[config.mk]
export PLATFORM = sky130hd
export DESIGN_NAME = serial_frame_tx_flat
export DESIGN_NICKNAME = d
export VERILOG_FILES = /design/src/rtl/serial_frame_tx_pkg.sv /design/src/rtl/serial_frame_tx_if.sv /design/src/rtl/serial_frame_tx_bit_timer.sv /design/src/rtl/serial_frame_tx.sv /design/src/flat_wrapper.sv
export SDC_FILE = /design/constraint.sdc
export NUM_CORES = 1
export LEC_CHECK = 0
export CORE_MARGIN = 2
export CORE_UTILIZATION = 45
export DETAILED_ROUTE_END_ITERATION = 10
export PLACE_DENSITY = 0.68
export RECOVER_POWER = 25
export SLEW_MARGIN = 20
export SYNTH_ARGS = -nofsm -noshare
export SYNTH_HDL_FRONTEND = slang
export SYNTH_SLANG_ARGS = --single-unit
[constraint.sdc]
create_clock -name clk -period 3 [get_ports clk]
set_input_delay 0.6 -clock clk [delete_from_list [all_inputs] [get_ports clk]]
set_output_delay 0.6 -clock clk [all_outputs]
set_load 0.05 [all_outputs]
[src/rtl/serial_frame_tx_pkg.sv]
`default_nettype none
// ============================================================================
// Module      : serial_frame_tx_pkg
// Description : Shared state encoding, line levels and frame-length helper
//               for the serial frame transmitter.
// Revision    : 1.0 - initial release
// ============================================================================
package serial_frame_tx_pkg;

    typedef enum logic [1:0] {
        IDLE  = 2'd0,
        START = 2'd1,
        DATA  = 2'd2,
        STOP  = 2'd3
    } tx_state_t;

    localparam int DEF_DATA_WIDTH   = 4;
    localparam int DEF_CLKS_PER_BIT = 5;

    localparam logic LINE_IDLE = 1'b1;
    localparam logic START_LVL = 1'b0;
    localparam logic STOP_LVL  = 1'b1;

    // Start bit + data bits + stop bit, each held for cpb clocks.
    function automatic int frame_cycles(input int dw, input int cpb);
        return (dw + 2) * cpb;
    endfunction

    localparam int FRAME_CYCLES = frame_cycles(DEF_DATA_WIDTH, DEF_CLKS_PER_BIT);

endpackage : serial_frame_tx_pkg
`default_nettype wire

[src/rtl/serial_frame_tx_if.sv]
`default_nettype none
// ============================================================================
// Module      : serial_frame_tx_if
// Description : Word handshake and serial-line signals of the frame
//               transmitter; master = upstream word source, slave = transmitter.
// Revision    : 1.0 - initial release
// ============================================================================
interface serial_frame_tx_if #(
    parameter int DATA_WIDTH = 4
) ();

    logic                  tx_valid;
    logic [DATA_WIDTH-1:0] tx_data;
    logic                  inject_err;
    logic                  tx_ready;
    logic                  tx_start;
    logic                  serial_out;
    logic                  busy;
    logic                  frame_done;

    modport master (
        output tx_valid,
        output tx_data,
        output inject_err,
        input  tx_ready,
        input  tx_start,
        input  serial_out,
        input  busy,
        input  frame_done
    );

    modport slave (
        input  tx_valid,
        input  tx_data,
        input  inject_err,
        output tx_ready,
        output tx_start,
        output serial_out,
        output busy,
        output frame_done
    );

endinterface : serial_frame_tx_if
`default_nettype wire

[src/rtl/serial_frame_tx_bit_timer.sv]
`default_nettype none
// ============================================================================
// Module      : serial_frame_tx_bit_timer
// Description : Per-bit clock counter; flags the last clock of each bit and
//               the clock just before it.
// Revision    : 1.0 - initial release
// ============================================================================
module serial_frame_tx_bit_timer #(
    parameter int CLKS_PER_BIT = 5
) (
    input  wire logic clk,
    input  wire logic rst,
    input  wire logic i_clear,
    input  wire logic i_enable,
    output logic      o_bit_tick,
    output logic      o_pre_tick
);

    localparam int c_CNT_W = (CLKS_PER_BIT > 1) ? $clog2(CLKS_PER_BIT) : 1;
    localparam logic [c_CNT_W-1:0] c_LAST = c_CNT_W'(CLKS_PER_BIT - 1);
    localparam logic [c_CNT_W-1:0] c_PRE  = c_CNT_W'(CLKS_PER_BIT - 2);

    logic [c_CNT_W-1:0] r_clk_cnt;

    always_ff @(posedge clk) begin
        if (rst || i_clear) begin
            r_clk_cnt <= '0;
        end else if (i_enable) begin
            if (r_clk_cnt == c_LAST) begin
                r_clk_cnt <= '0;
            end else begin
                r_clk_cnt <= r_clk_cnt + 1'b1;
            end
        end
    end

    // Pre-tick lets the parent register a pulse that lands on the last clock.
    assign o_bit_tick = i_enable && (r_clk_cnt == c_LAST);
    assign o_pre_tick = i_enable && (r_clk_cnt == c_PRE);

endmodule : serial_frame_tx_bit_timer
`default_nettype wire

[src/rtl/serial_frame_tx.sv]
`default_nettype none
// ============================================================================
// Module      : serial_frame_tx
// Description : Serializes one word per handshake as start/data(LSB first)/stop
//               bits, with optional stop-bit corruption for error testing.
// Revision    : 1.0 - initial release
// ============================================================================
module serial_frame_tx
    import serial_frame_tx_pkg::*;
#(
    parameter int DATA_WIDTH   = DEF_DATA_WIDTH,
    parameter int CLKS_PER_BIT = DEF_CLKS_PER_BIT
) (
    input  wire logic         clk,
    input  wire logic         reset,
    serial_frame_tx_if.slave  bus
);

    localparam int c_BIT_W = (DATA_WIDTH > 1) ? $clog2(DATA_WIDTH) : 1;
    localparam logic [c_BIT_W-1:0] c_LAST_BIT = c_BIT_W'(DATA_WIDTH - 1);

    tx_state_t             r_state;
    logic [DATA_WIDTH-1:0] r_shift;
    logic [c_BIT_W-1:0]    r_bit_cnt;
    logic                  r_err;
    logic                  r_serial;
    logic                  r_ready;
    logic                  r_start;
    logic                  r_busy;
    logic                  r_done;

    logic                  w_in_idle;
    logic                  w_bit_tick;
    logic                  w_pre_tick;

    assign w_in_idle = (r_state == IDLE);

    serial_frame_tx_bit_timer #(
        .CLKS_PER_BIT (CLKS_PER_BIT)
    ) u_bit_timer (
        .clk        (clk),
        .rst        (reset),
        .i_clear    (w_in_idle),
        .i_enable   (!w_in_idle),
        .o_bit_tick (w_bit_tick),
        .o_pre_tick (w_pre_tick)
    );

    always_ff @(posedge clk) begin
        if (reset) begin
            r_state   <= IDLE;
            r_shift   <= '0;
            r_bit_cnt <= '0;
            r_err     <= 1'b0;
            r_serial  <= LINE_IDLE;
            r_ready   <= 1'b1;
            r_start   <= 1'b0;
            r_busy    <= 1'b0;
            r_done    <= 1'b0;
        end else begin
            r_start <= 1'b0;
            r_done  <= 1'b0;
            case (r_state)
                IDLE: begin
                    if (bus.tx_valid && r_ready) begin
                        r_shift   <= bus.tx_data;
                        r_err     <= bus.inject_err;
                        r_bit_cnt <= '0;
                        r_serial  <= START_LVL;
                        r_start   <= 1'b1;
                        r_ready   <= 1'b0;
                        r_busy    <= 1'b1;
                        r_state   <= START;
                    end
                end
                START: begin
                    if (w_bit_tick) begin
                        r_serial <= r_shift[0];
                        r_shift  <= r_shift >> 1;
                        r_state  <= DATA;
                    end
                end
                DATA: begin
                    if (w_bit_tick) begin
                        if (r_bit_cnt == c_LAST_BIT) begin
                            // A latched error request flips only the stop level.
                            r_serial <= r_err ? ~STOP_LVL : STOP_LVL;
                            r_state  <= STOP;
                        end else begin
                            r_bit_cnt <= r_bit_cnt + 1'b1;
                            r_serial  <= r_shift[0];
                            r_shift   <= r_shift >> 1;
                        end
                    end
                end
                STOP: begin
                    if (w_pre_tick) begin
                        r_done <= 1'b1;
                    end
                    if (w_bit_tick) begin
                        r_serial <= LINE_IDLE;
                        r_ready  <= 1'b1;
                        r_busy   <= 1'b0;
                        r_state  <= IDLE;
                    end
                end
                default: begin
                    r_state <= IDLE;
                end
            endcase
        end
    end

    assign bus.serial_out = r_serial;
    assign bus.tx_ready   = r_ready;
    assign bus.tx_start   = r_start;
    assign bus.busy       = r_busy;
    assign bus.frame_done = r_done;

endmodule : serial_frame_tx
`default_nettype wire

[src/flat_wrapper.sv]
// flat-port wrapper written by rule: the top's interface ports become plain ports
module serial_frame_tx_flat import serial_frame_tx_pkg::*;
#(
    parameter int DATA_WIDTH   = DEF_DATA_WIDTH,
    parameter int CLKS_PER_BIT = DEF_CLKS_PER_BIT
)
  (clk, reset, bus_tx_valid, bus_tx_data, bus_inject_err, bus_tx_ready, bus_tx_start, bus_serial_out, bus_busy, bus_frame_done);
  serial_frame_tx_if #(.DATA_WIDTH(DATA_WIDTH)) bus_i ();
  input  wire logic clk;
  input  wire logic reset;
  input wire logic [$bits(bus_i.tx_valid)-1:0] bus_tx_valid;
  input wire logic [$bits(bus_i.tx_data)-1:0] bus_tx_data;
  input wire logic [$bits(bus_i.inject_err)-1:0] bus_inject_err;
  output wire logic [$bits(bus_i.tx_ready)-1:0] bus_tx_ready;
  output wire logic [$bits(bus_i.tx_start)-1:0] bus_tx_start;
  output wire logic [$bits(bus_i.serial_out)-1:0] bus_serial_out;
  output wire logic [$bits(bus_i.busy)-1:0] bus_busy;
  output wire logic [$bits(bus_i.frame_done)-1:0] bus_frame_done;
  assign bus_i.tx_valid = bus_tx_valid;
  assign bus_i.tx_data = bus_tx_data;
  assign bus_i.inject_err = bus_inject_err;
  assign bus_tx_ready = bus_i.tx_ready;
  assign bus_tx_start = bus_i.tx_start;
  assign bus_serial_out = bus_i.serial_out;
  assign bus_busy = bus_i.busy;
  assign bus_frame_done = bus_i.frame_done;
  serial_frame_tx #(.DATA_WIDTH(DATA_WIDTH), .CLKS_PER_BIT(CLKS_PER_BIT)) u_core (.clk(clk), .reset(reset), .bus(bus_i));
endmodule
Yosys cells after proc, flatten, opt, wreduce, memory -nomap -nowiden:

Cells that the tools add are included.

* muxes and demuxes: 29
* reduce and logical (&&, ||, !) cells: 17
* $add $sub $neg: 2
* equal/unequal tests: 12
* bitwise logic cells: 2

Operators by type and width (count)
* two-way mux 2 bit: 8
* two-way mux 4 bit: 4
* case mux 4 bit (3 select lines): 1
* two-way mux 1 bit: 10
* AND reduction 5 bit: 2
* != test 2 bit (second input constant): 4
* case mux 2 bit (4 select lines): 1
* AND reduction 4 bit: 2
* == test 2 bit (second input constant): 3
* != test 2 x 1 -> 1 bit (second input constant): 2
* case mux 1 bit (2 select lines): 2
* case mux 1 bit (4 select lines): 1
* case mux 2 bit (2 select lines): 1
* nonzero test 2 bit: 2
* OR reduction 2 bit: 2
* adder 3 x 1 -> 3 bit (second input constant): 1
* == test 3 x 2 -> 1 bit (second input constant): 1
* == test 3 bit (second input constant): 1
* logical AND 1 bit: 3
* two-way mux 3 bit: 1
* AND reduction 3 bit: 1
* nonzero test 3 bit: 1
* adder 2 x 1 -> 2 bit (second input constant): 1
* == test 2 x 1 -> 1 bit (second input constant): 1
* 5 further kinds: 6

* output and inout port bits: 5
* bits of input ports: 8
* bits in registers: 17
* word-level logic and storage cells: 72

Longest topological paths before layout:

Gate-level depths: netlist of run 1.

* depth in word-level cells: 5
* depth in mapped cells: 7
* gate-level depth less buffers: 6

By module:

Synthesis of run 1 repeated with hierarchy kept, for this count alone.

* cell total of the unflattened synthesis: 97
* area total of the unflattened synthesis: 925.9 sq um

Modules (own cells, without submodules)
* serial_frame_tx: cells each 78, area an instance 747.0 sq um, times used 1, seq. area each 280.3 sq um
* serial_frame_tx_bit_timer: cells each 19, area an instance 178.9 sq um, times used 1, seq. area each 60.1 sq um

Worst setup path before layout of run 1:

No wires, ideal clock.

* path kind: flip-flop to flip-flop
* start: reg u_core.r_state[0]
* end: reg u_core.r_shift[1]
* cell stages (with the launch flop): 7
* path slack: 1.278 ns
* library setup time: 0.086 ns
* clock period less this slack: 1.722 ns
* arrival time: 1.637 ns
* buffers on the path: 0
* required time: 2.914 ns
* cell sequence: dfxtp_1 -> inv_1 -> ha_1 -> or2_4 -> a221oi_4 -> nor2_1 -> a211oi_1

* word-level cells in the longest chain between the ends: 5
* elaborated cells on any way between the ends: 12
* classes of those cells: eq/ne (6); mux (1); reduce/logical (5)

RTL lines
* start, declared: line serial_frame_tx.sv:22 `tx_state_t r_state;`
* start signal, assigned: line serial_frame_tx.sv:51 `r_state <= IDLE;`
* start signal, assigned: line serial_frame_tx.sv:73 `r_state <= START;`
* start signal, assigned: line serial_frame_tx.sv:80 `r_state <= DATA;`
* logical NOT 2 bit: line serial_frame_tx.sv:36, serial_frame_tx.sv:63
* logical NOT 1 bit: line serial_frame_tx.sv:44 `.i_enable (!w_in_idle),`
* logical AND 1 bit: line serial_frame_tx_bit_timer.sv:38 `assign o_bit_tick = i_enable && (r_clk_cnt == c_LAST);`
* != test 2 bit (no line)
* AND reduction 5 bit (no line)
* end signal, assigned: line serial_frame_tx.sv:66 `r_shift <= bus.tx_data;`
* end signal, assigned: line serial_frame_tx.sv:79 `r_shift <= r_shift >> 1;`
* end signal, assigned: line serial_frame_tx.sv:92 `r_shift <= r_shift >> 1;`
* end, declared: line serial_frame_tx.sv:23 `logic [DATA_WIDTH-1:0] r_shift;`

Parallel ways exist; a longest one is shown, timed or not.
A chain may end at the register's enable or synchronous reset.

Final worst setup path of run 1:

* start: reg u_core.r_ready, in the netlist u_core.bus.tx_ready
* end: out bus_tx_ready

RTL lines
* start, declared: line serial_frame_tx.sv:27 `logic r_ready;`
* start signal, assigned: line serial_frame_tx.sv:56 `r_ready <= 1'b1;`
* start signal, assigned: line serial_frame_tx.sv:71 `r_ready <= 1'b0;`
* start signal, assigned: line serial_frame_tx.sv:102 `r_ready <= 1'b1;`
* end, declared: line flat_wrapper.sv:14 `output wire logic [$bits(bus_i.tx_ready)-1:0] bus_tx_ready;`

No word-level cell between the ends.

==> metrics.txt, run 1 <==
# TYPE chip_impl_metric gauge
chip_impl_metric{name="hpwl_dp",unit="um"} 1210
chip_impl_metric{name="io_buffers",unit=""} 12
chip_impl_metric{name="timing_hold_violations_final",unit=""} 0
chip_impl_metric{name="part_of_the_yosys_area_used_for_sequential_elements",unit=""} 0.383
chip_impl_metric{name="diodes",unit=""} 0
chip_impl_metric{name="synth_fp_nets",unit=""} 112
chip_impl_metric{name="power.combinational.fraction",unit=""} 0.530
chip_impl_metric{name="globalRouteTotalUtil",unit=""} 0.161
chip_impl_info{name="end_kind",value="output pin"} 1
chip_impl_metric{name="cts_hold_repair.buffers",unit=""} 0
chip_impl_metric{name="drt.antenna.violating_nets",unit=""} 0
chip_impl_metric{name="full_die_area",unit="sq um"} 2350
chip_impl_metric{name="worst_setup_hold_path_clk_slew",unit="ps"} 100
chip_impl_metric{name="achievable_frequency",unit="MHz"} 469
chip_impl_info{name="synth.top_cells.by_area",value="dfxtp_1 38%, ha_1 14%, nor2_1 5.5%"} 1
chip_impl_metric{name="finalMaxSlewViolations",unit=""} 0
chip_impl_metric{name="buffers_inverters_on_critical_path",unit=""} 1
chip_impl_metric{name="irDropWorstVdd",unit="uV"} 461
chip_impl_metric{name="synthArstFlopShare",unit=""} 0
chip_impl_metric{name="timing.critical_path.fanout_max",unit=""} 5
chip_impl_metric{name="clock_power_share",unit=""} 0.132
chip_impl_metric{name="worst-endpoint-arrival",unit="ps"} 1530
chip_impl_metric{name="areaGrowthSynthToFinish",unit="%"} 19.5
chip_impl_metric{name="clkLatencyLatePin",unit="ps"} 300
chip_impl_info{name="synth_flop_cell",value="dfxtp_1"} 1
chip_impl_info{name="post-synth-top-area-cell",value="dfxtp_1"} 1
chip_impl_metric{name="grt_start_max_net_pins",unit=""} 15
chip_impl_metric{name="power.density",unit="nW/um^2"} 885
chip_impl_metric{name="finalWorstPathRequiredPeriod",unit="ps"} 2130
chip_impl_metric{name="mappedNetlistArea",unit="sq um"} 890
chip_impl_info{name="status",value="finished clean"} 1
chip_impl_metric{name="worst-slew-pin-transition",unit="ps"} 507
chip_impl_info{name="cp_cell_sequence",value="clkdlybuf4s50_1"} 1
chip_impl_metric{name="internal_power",unit="uW"} 545
chip_impl_metric{name="final.period_utilization",unit=""} 0.711
chip_impl_info{name="crit_path_start_kind",value="flip-flop"} 1
chip_impl_metric{name="grt.overflow.total",unit=""} 0
chip_impl_metric{name="grt_first_pass_wirelength",unit="um"} 2940
chip_impl_metric{name="power.switching",unit="uW"} 396
chip_impl_info{name="crit_slowest_cell",value="clkdlybuf4s50_1"} 1
chip_impl_metric{name="crit_required",unit="ps"} 2400
chip_impl_metric{name="cts_buffers",unit=""} 3
chip_impl_info{name="criticalPathCategory",value="reg -> out"} 1
chip_impl_info{name="clock_tree_from_tritoncts",value="built"} 1
chip_impl_metric{name="crit_path_max_incr_delay",unit="ps"} 830
chip_impl_info{name="commonest_cells_after_routing_fill_and_taps_aside",value="17 x dfxtp_1, 13 x nor2_1, 11 x clkdlybuf4s50_1"} 1
chip_impl_metric{name="max-clock-path-buffers",unit=""} 2
chip_impl_info{name="rsz_0062_raised_after_global_routing",value="no"} 1
chip_impl_metric{name="syn_inst",unit=""} 94
chip_impl_metric{name="initial_antenna_violation_count",unit=""} 0
chip_impl_metric{name="drive_gt1_frac",unit=""} 0.0648
chip_impl_metric{name="synth_seq_cells",unit=""} 17
chip_impl_metric{name="design_power_total",unit="uW"} 942
chip_impl_metric{name="cts.sinks",unit=""} 17
chip_impl_metric{name="post-synth-top-area-fraction",unit=""} 0.383
chip_impl_metric{name="synth_warnings",unit=""} 0
chip_impl_metric{name="synth.avg_cell_area",unit="sq um"} 9.46
chip_impl_metric{name="drt_iter0_markers",unit=""} 4
chip_impl_metric{name="dr_total_vias",unit=""} 699
chip_impl_metric{name="clock_skew",unit="ps"} 1.93
chip_impl_metric{name="post_dr_vias_cell",unit=""} 5.18
chip_impl_metric{name="drc_violation_count_after_routing",unit=""} 0
chip_impl_info{name="critical_path.top_delay_family",value="buffers and inverters"} 1
chip_impl_metric{name="p_sw_frac",unit=""} 0.421
chip_impl_metric{name="gp_congestion",unit=""} 0.780
chip_impl_metric{name="maxCapViolations",unit=""} 0
chip_impl_metric{name="cts_resized",unit=""} 0
chip_impl_metric{name="drt_first_pass_iters",unit=""} 3
chip_impl_info{name="layout.cells.most_common",value="dfxtp_1"} 1
chip_impl_metric{name="die_x",unit="um"} 48.5
chip_impl_metric{name="initial_core_util",unit=""} 0.463
chip_impl_info{name="cts_root_buffer",value="clkbuf_4"} 1
chip_impl_metric{name="grt_pass1_vias",unit=""} 688
chip_impl_metric{name="power.share.sequential",unit=""} 0.338
chip_impl_metric{name="postRouteWirelength",unit="um"} 1610
chip_impl_metric{name="floorplan.core_area",unit="sq um"} 1920
chip_impl_info{name="hold_class",value="reg -> reg"} 1
chip_impl_metric{name="setup_total_negative_slack",unit="ps"} 0
chip_impl_metric{name="power_leakage",unit="nW"} 0.444
chip_impl_metric{name="io_pins",unit=""} 13
chip_impl_metric{name="cts_htree_levels",unit=""} 1
chip_impl_metric{name="final_setup_violation_count",unit=""} 0
chip_impl_metric{name="avgRoutedWirePerCell",unit="um"} 12.0
chip_impl_metric{name="number_of_flops_mapped_to_enable_cells_by_yosys",unit=""} 0
chip_impl_metric{name="netlist-cell-type-count",unit=""} 25
chip_impl_metric{name="timing.slew.headroom",unit=""} 0.661
chip_impl_metric{name="num-nets-final",unit=""} 127
chip_impl_metric{name="placementRows",unit=""} 16
chip_impl_metric{name="die_h",unit="um"} 48.5
chip_impl_metric{name="cts_post_setup_buffers_inserted",unit=""} 0
cell type report:
cell class | count | area (sq um)
Clock inverter | 1 | 5.00
Timing Repair Buffer | 12 | 120
Multi-Input combinational cell | 67 | 512
Sequential cell | 17 | 340
Inverter | 8 | 30.0
Fill cell | 185 | 858
Clock buffer | 3 | 22.5
Tap cell | 27 | 33.8
power by group through the flow:
stage	logic (mW)	clock network (mW)	registers, mW
6_report	0.499	0.124	0.318
5_1_grt	0.564	0.140	0.327
4_1_cts	0.505	0.130	0.319
3_5_place_dp	0.502	0	0.324
3_3_place_gp	0.486	0	0.321
2_1_floorplan	0.343	0	0.372
synth_stat cells, types with 2 or more instances:
| cell | number |
|---|---|
| mux2i_1 | 4 |
| a21oi_1 | 8 |
| and3_1 | 2 |
| nor2_1 | 13 |
| clkbuf_1 | 2 |
| nand2b_1 | 2 |
| nand2_1 | 4 |
| dfxtp_1 | 17 |
| nand3b_1 | 3 |
| nand3_1 | 2 |
| o221ai_1 | 2 |
| ha_1 | 10 |
| a211oi_1 | 4 |
| a21o_1 | 2 |
| inv_1 | 8 |
| o311ai_0 | 2 |
metal layers:
| layer | GRT usage | share of wire |
|---|---|---|
| met1 | 0.202 | 0.46 |
| met2 | 0.259 | 0.47 |
| met3 | 0.0432 | 0.050 |
| met4 | 0.0714 | 0.021 |
| met5 | 0 | 0 |
sequential cells by signal, summed over array words and instances, names as in the netlist:
signal,count
u_core.r_shift,4
u_core.u_bit_timer.r_clk_cnt,3
u_core.r_bit_cnt,2
u_core.r_state,2
u_core.bus.busy,1
u_core.bus.frame_done,1
u_core.bus.serial_out,1
u_core.bus.tx_ready,1
u_core.bus.tx_start,1
u_core.r_err,1
metrics by stage:
stage | util | hold WS [ps] | instance area (sq um) | setup WS, ps | std cells
6_report | 0.553 | 465 | 1060 | 866 | 135
5_1_grt | 0.553 | 500 | 1060 | 790 | 135
4_1_cts | 0.553 | 469 | 1060 | 853 | 135
3_5_place_dp | 0.539 | 454 | 1040 | 891 | 131
3_3_place_gp | 0.539 | 435 | 1040 | 984 | 131
2_1_floorplan | - | 417 | 890 | 1280 | 94
path summary, 6_finish.rpt:
check | start | to | slack [ps] | cells after the start
hold / removal | u_core.u_bit_timer.r_clk_cnt[0]$_SDFFE_PP0P_ | u_core.u_bit_timer.r_clk_cnt[0]$_SDFFE_PP0P_ | 460 | 1
setup / recovery | u_core.bus.tx_ready$_SDFFE_PP1P_ | bus_tx_ready | 870 | 1
hold reg to reg | u_core.u_bit_timer.r_clk_cnt[0]$_SDFFE_PP0P_ | u_core.u_bit_timer.r_clk_cnt[0]$_SDFFE_PP0P_ | 460 | 1
setup reg to reg | u_core.r_state[0]$_SDFFE_PP0P_ | u_core.r_shift[0]$_SDFFE_PP0P_ | 1040 | 6
cells by family after synthesis:
kind of cell | Yosys count | share of synthesized area
AO/OA/AOI/OAI | 23 | 0.214
buffers and inverters | 10 | 0.0422
adder cells (fa/ha/maj) | 10 | 0.141
AND/OR/NAND/NOR | 30 | 0.176
flip-flops | 17 | 0.383
multiplexers | 4 | 0.0450
Note: power is estimated with default switching activity, not from simulation.
==> inputs of run 2 (changes only) <==
clock period = 2.24 ns   (was 3 ns; I/O delays follow)
==> metrics.txt, run 2 (synthesis gave the netlist of run 1 again) <==
# TYPE chip_impl_metric gauge
chip_impl_metric{name="avgRoutedWirePerCell",unit="um"} 12.2
chip_impl_metric{name="maxCapViolations",unit=""} 0
chip_impl_info{name="layout.cells.most_common",value="dfxtp_1"} 1
chip_impl_metric{name="gp_congestion",unit=""} 0.768
chip_impl_metric{name="dr_total_vias",unit=""} 724
chip_impl_metric{name="drt_iter0_markers",unit=""} 8
chip_impl_metric{name="finalWorstPathRequiredPeriod",unit="ps"} 1980
chip_impl_info{name="crit_path_start_kind",value="flip-flop"} 1
chip_impl_metric{name="final.period_utilization",unit=""} 0.884
chip_impl_metric{name="grt_first_pass_wirelength",unit="um"} 2930
chip_impl_metric{name="diodes",unit=""} 0
chip_impl_metric{name="cts.sinks",unit=""} 17
chip_impl_info{name="status",value="finished clean"} 1
chip_impl_metric{name="timing.slew.headroom",unit=""} 0.674
chip_impl_metric{name="finalMaxSlewViolations",unit=""} 0
chip_impl_info{name="clock_tree_from_tritoncts",value="built"} 1
chip_impl_metric{name="cts_post_setup_buffers_inserted",unit=""} 0
chip_impl_info{name="cp_cell_sequence",value="clkdlybuf4s50_1"} 1
chip_impl_metric{name="final_setup_violation_count",unit=""} 0
chip_impl_metric{name="irDropWorstVdd",unit="uV"} 620
chip_impl_metric{name="number_of_flip_flops_under_the_largest_register_name",unit=""} 4
chip_impl_metric{name="initial_antenna_violation_count",unit=""} 0
chip_impl_metric{name="io_buffers",unit=""} 12
chip_impl_metric{name="hpwl_dp",unit="um"} 1270
chip_impl_metric{name="crit_required",unit="ps"} 1790
chip_impl_metric{name="grt_pass1_vias",unit=""} 723
chip_impl_metric{name="die_h",unit="um"} 48.5
chip_impl_metric{name="cts_hold_repair.buffers",unit=""} 0
chip_impl_metric{name="layout.core_utilization",unit=""} 0.557
chip_impl_metric{name="layout_filler_cell_count",unit=""} 183
chip_impl_metric{name="worst_setup_hold_path_clk_slew",unit="ps"} 100
chip_impl_info{name="criticalPathCategory",value="reg -> out"} 1
chip_impl_info{name="end_kind",value="output pin"} 1
chip_impl_info{name="critical_path.top_delay_family",value="buffers and inverters"} 1
chip_impl_info{name="crit_slowest_cell",value="clkdlybuf4s50_1"} 1
chip_impl_metric{name="cts_htree_levels",unit=""} 1
chip_impl_metric{name="cts_resized",unit=""} 0
chip_impl_metric{name="placementRows",unit=""} 16
chip_impl_metric{name="full_die_area",unit="sq um"} 2350
chip_impl_metric{name="die_x",unit="um"} 48.5
chip_impl_info{name="hold_class",value="reg -> reg"} 1
chip_impl_info{name="layout_top_registers",value="u_core.r_shift: 4 flops, u_core.u_bit_timer.r_clk_cnt: 3 flops"} 1
chip_impl_metric{name="buffers_inverters_on_critical_path",unit=""} 1
chip_impl_metric{name="setup_total_negative_slack",unit="ps"} 0
chip_impl_metric{name="clkLatencyLatePin",unit="ps"} 280
chip_impl_metric{name="drc_violation_count_after_routing",unit=""} 0
chip_impl_metric{name="m1WireLength",unit="um"} 756
chip_impl_metric{name="drive_gt1_frac",unit=""} 0.0734
chip_impl_info{name="commonest_cells_after_routing_fill_and_taps_aside",value="17 x dfxtp_1, 13 x nor2_1, 12 x clkdlybuf4s50_1"} 1
chip_impl_info{name="cts_root_buffer",value="clkbuf_4"} 1
chip_impl_metric{name="drt.antenna.violating_nets",unit=""} 0
chip_impl_metric{name="postRouteWirelength",unit="um"} 1660
chip_impl_metric{name="timing_hold_violations_final",unit=""} 0
chip_impl_metric{name="num-nets-final",unit=""} 128
chip_impl_metric{name="post_dr_vias_cell",unit=""} 5.32
chip_impl_metric{name="grt_start_max_net_pins",unit=""} 13
chip_impl_metric{name="drt_first_pass_iters",unit=""} 4
chip_impl_metric{name="clock_skew",unit="ps"} 1.24
chip_impl_metric{name="cts_buffers",unit=""} 3
chip_impl_metric{name="io_pins",unit=""} 13
chip_impl_metric{name="floorplan.core_area",unit="sq um"} 1920
chip_impl_metric{name="met2_length",unit="um"} 782
chip_impl_metric{name="crit_path_max_incr_delay",unit="ps"} 830
chip_impl_metric{name="met3_wirelength",unit="um"} 89
chip_impl_metric{name="power_leakage",unit="nW"} 0.448
chip_impl_info{name="largest_register",value="u_core.r_shift"} 1
chip_impl_metric{name="globalRouteTotalUtil",unit=""} 0.157
chip_impl_info{name="route.top_layer_used",value="met4"} 1
chip_impl_metric{name="power.density",unit="nW/um^2"} 1180
chip_impl_metric{name="worst-slew-pin-transition",unit="ps"} 487
chip_impl_metric{name="initial_core_util",unit=""} 0.463
chip_impl_metric{name="grt.overflow.total",unit=""} 0
chip_impl_metric{name="timing.critical_path.fanout_max",unit=""} 5
chip_impl_metric{name="max-clock-path-buffers",unit=""} 2
chip_impl_info{name="rsz_0062_raised_after_global_routing",value="no"} 1
chip_impl_metric{name="areaGrowthSynthToFinish",unit="%"} 20.4
chip_impl_metric{name="worst-endpoint-arrival",unit="ps"} 1530
chip_impl_metric{name="achievable_frequency",unit="MHz"} 505
==> run 2: cell count changes in the layout (fill, tap and decap cells not counted) <==
cell	change
buf_4	+1
clkdlybuf4s50_1	+1
dlygate4sd3_1	-1
==> run 2: routing by layer <==
| metal | global-route usage | up-vias |
|---|---|---|
| li1 | - | 361 |
| met3 | 0.0370 | 4 |
| met5 | 0 | - |
| met2 | 0.275 | 17 |
| met1 | 0.176 | 342 |
| met4 | 0.0810 | 0 |
==> run 2: path summary, 6_finish.rpt <==
path / end / slack [ps] / from / cells past startpoint
min reg2reg: u_core.u_bit_timer.r_clk_cnt[0]$_SDFFE_PP0P_ / 450 / u_core.u_bit_timer.r_clk_cnt[0]$_SDFFE_PP0P_ / 1
min: u_core.u_bit_timer.r_clk_cnt[0]$_SDFFE_PP0P_ / 450 / u_core.u_bit_timer.r_clk_cnt[0]$_SDFFE_PP0P_ / 1
max: bus_tx_ready / 260 / u_core.bus.tx_ready$_SDFFE_PP1P_ / 1
max reg2reg: u_core.r_shift[0]$_SDFFE_PP0P_ / 260 / u_core.r_state[0]$_SDFFE_PP0P_ / 6
==> run 2: where the power goes <==
part	internal [mW]	switching (mW)
combinational	0.288	0.384
sequential	0.376	0.0501
clock	0.0662	0.0993
total	0.731	0.533
==> run 2: cell type report <==
cell class,instances,area (sq um),share of cell area
Clock buffer,3,22.5,0.0210
Tap cell,27,33.8,0.0315
Inverter,8,30.0,0.0280
Timing Repair Buffer,13,128,0.119
Clock inverter,1,5.00,0.00467
Multi-Input combinational cell,67,512,0.478
Sequential cell,17,340,0.318
==> run 2: through the flow <==
| stage | cell area [sq um] | setup WS [ps] | power (mW) | cells | hold slack, ps |
|---|---|---|---|---|---|
| 6_report | 1070 | 260 | 1.26 | 136 | 450 |
| 5_1_grt | 1070 | 102 | 1.37 | 136 | 493 |
| 4_1_cts | 1070 | 255 | 1.27 | 136 | 458 |
| 3_5_place_dp | 1040 | 290 | 1.11 | 132 | 443 |
| 3_3_place_gp | 1040 | 385 | 1.08 | 132 | 434 |
| 2_1_floorplan | 890 | 518 | 0.958 | 94 | 417 |
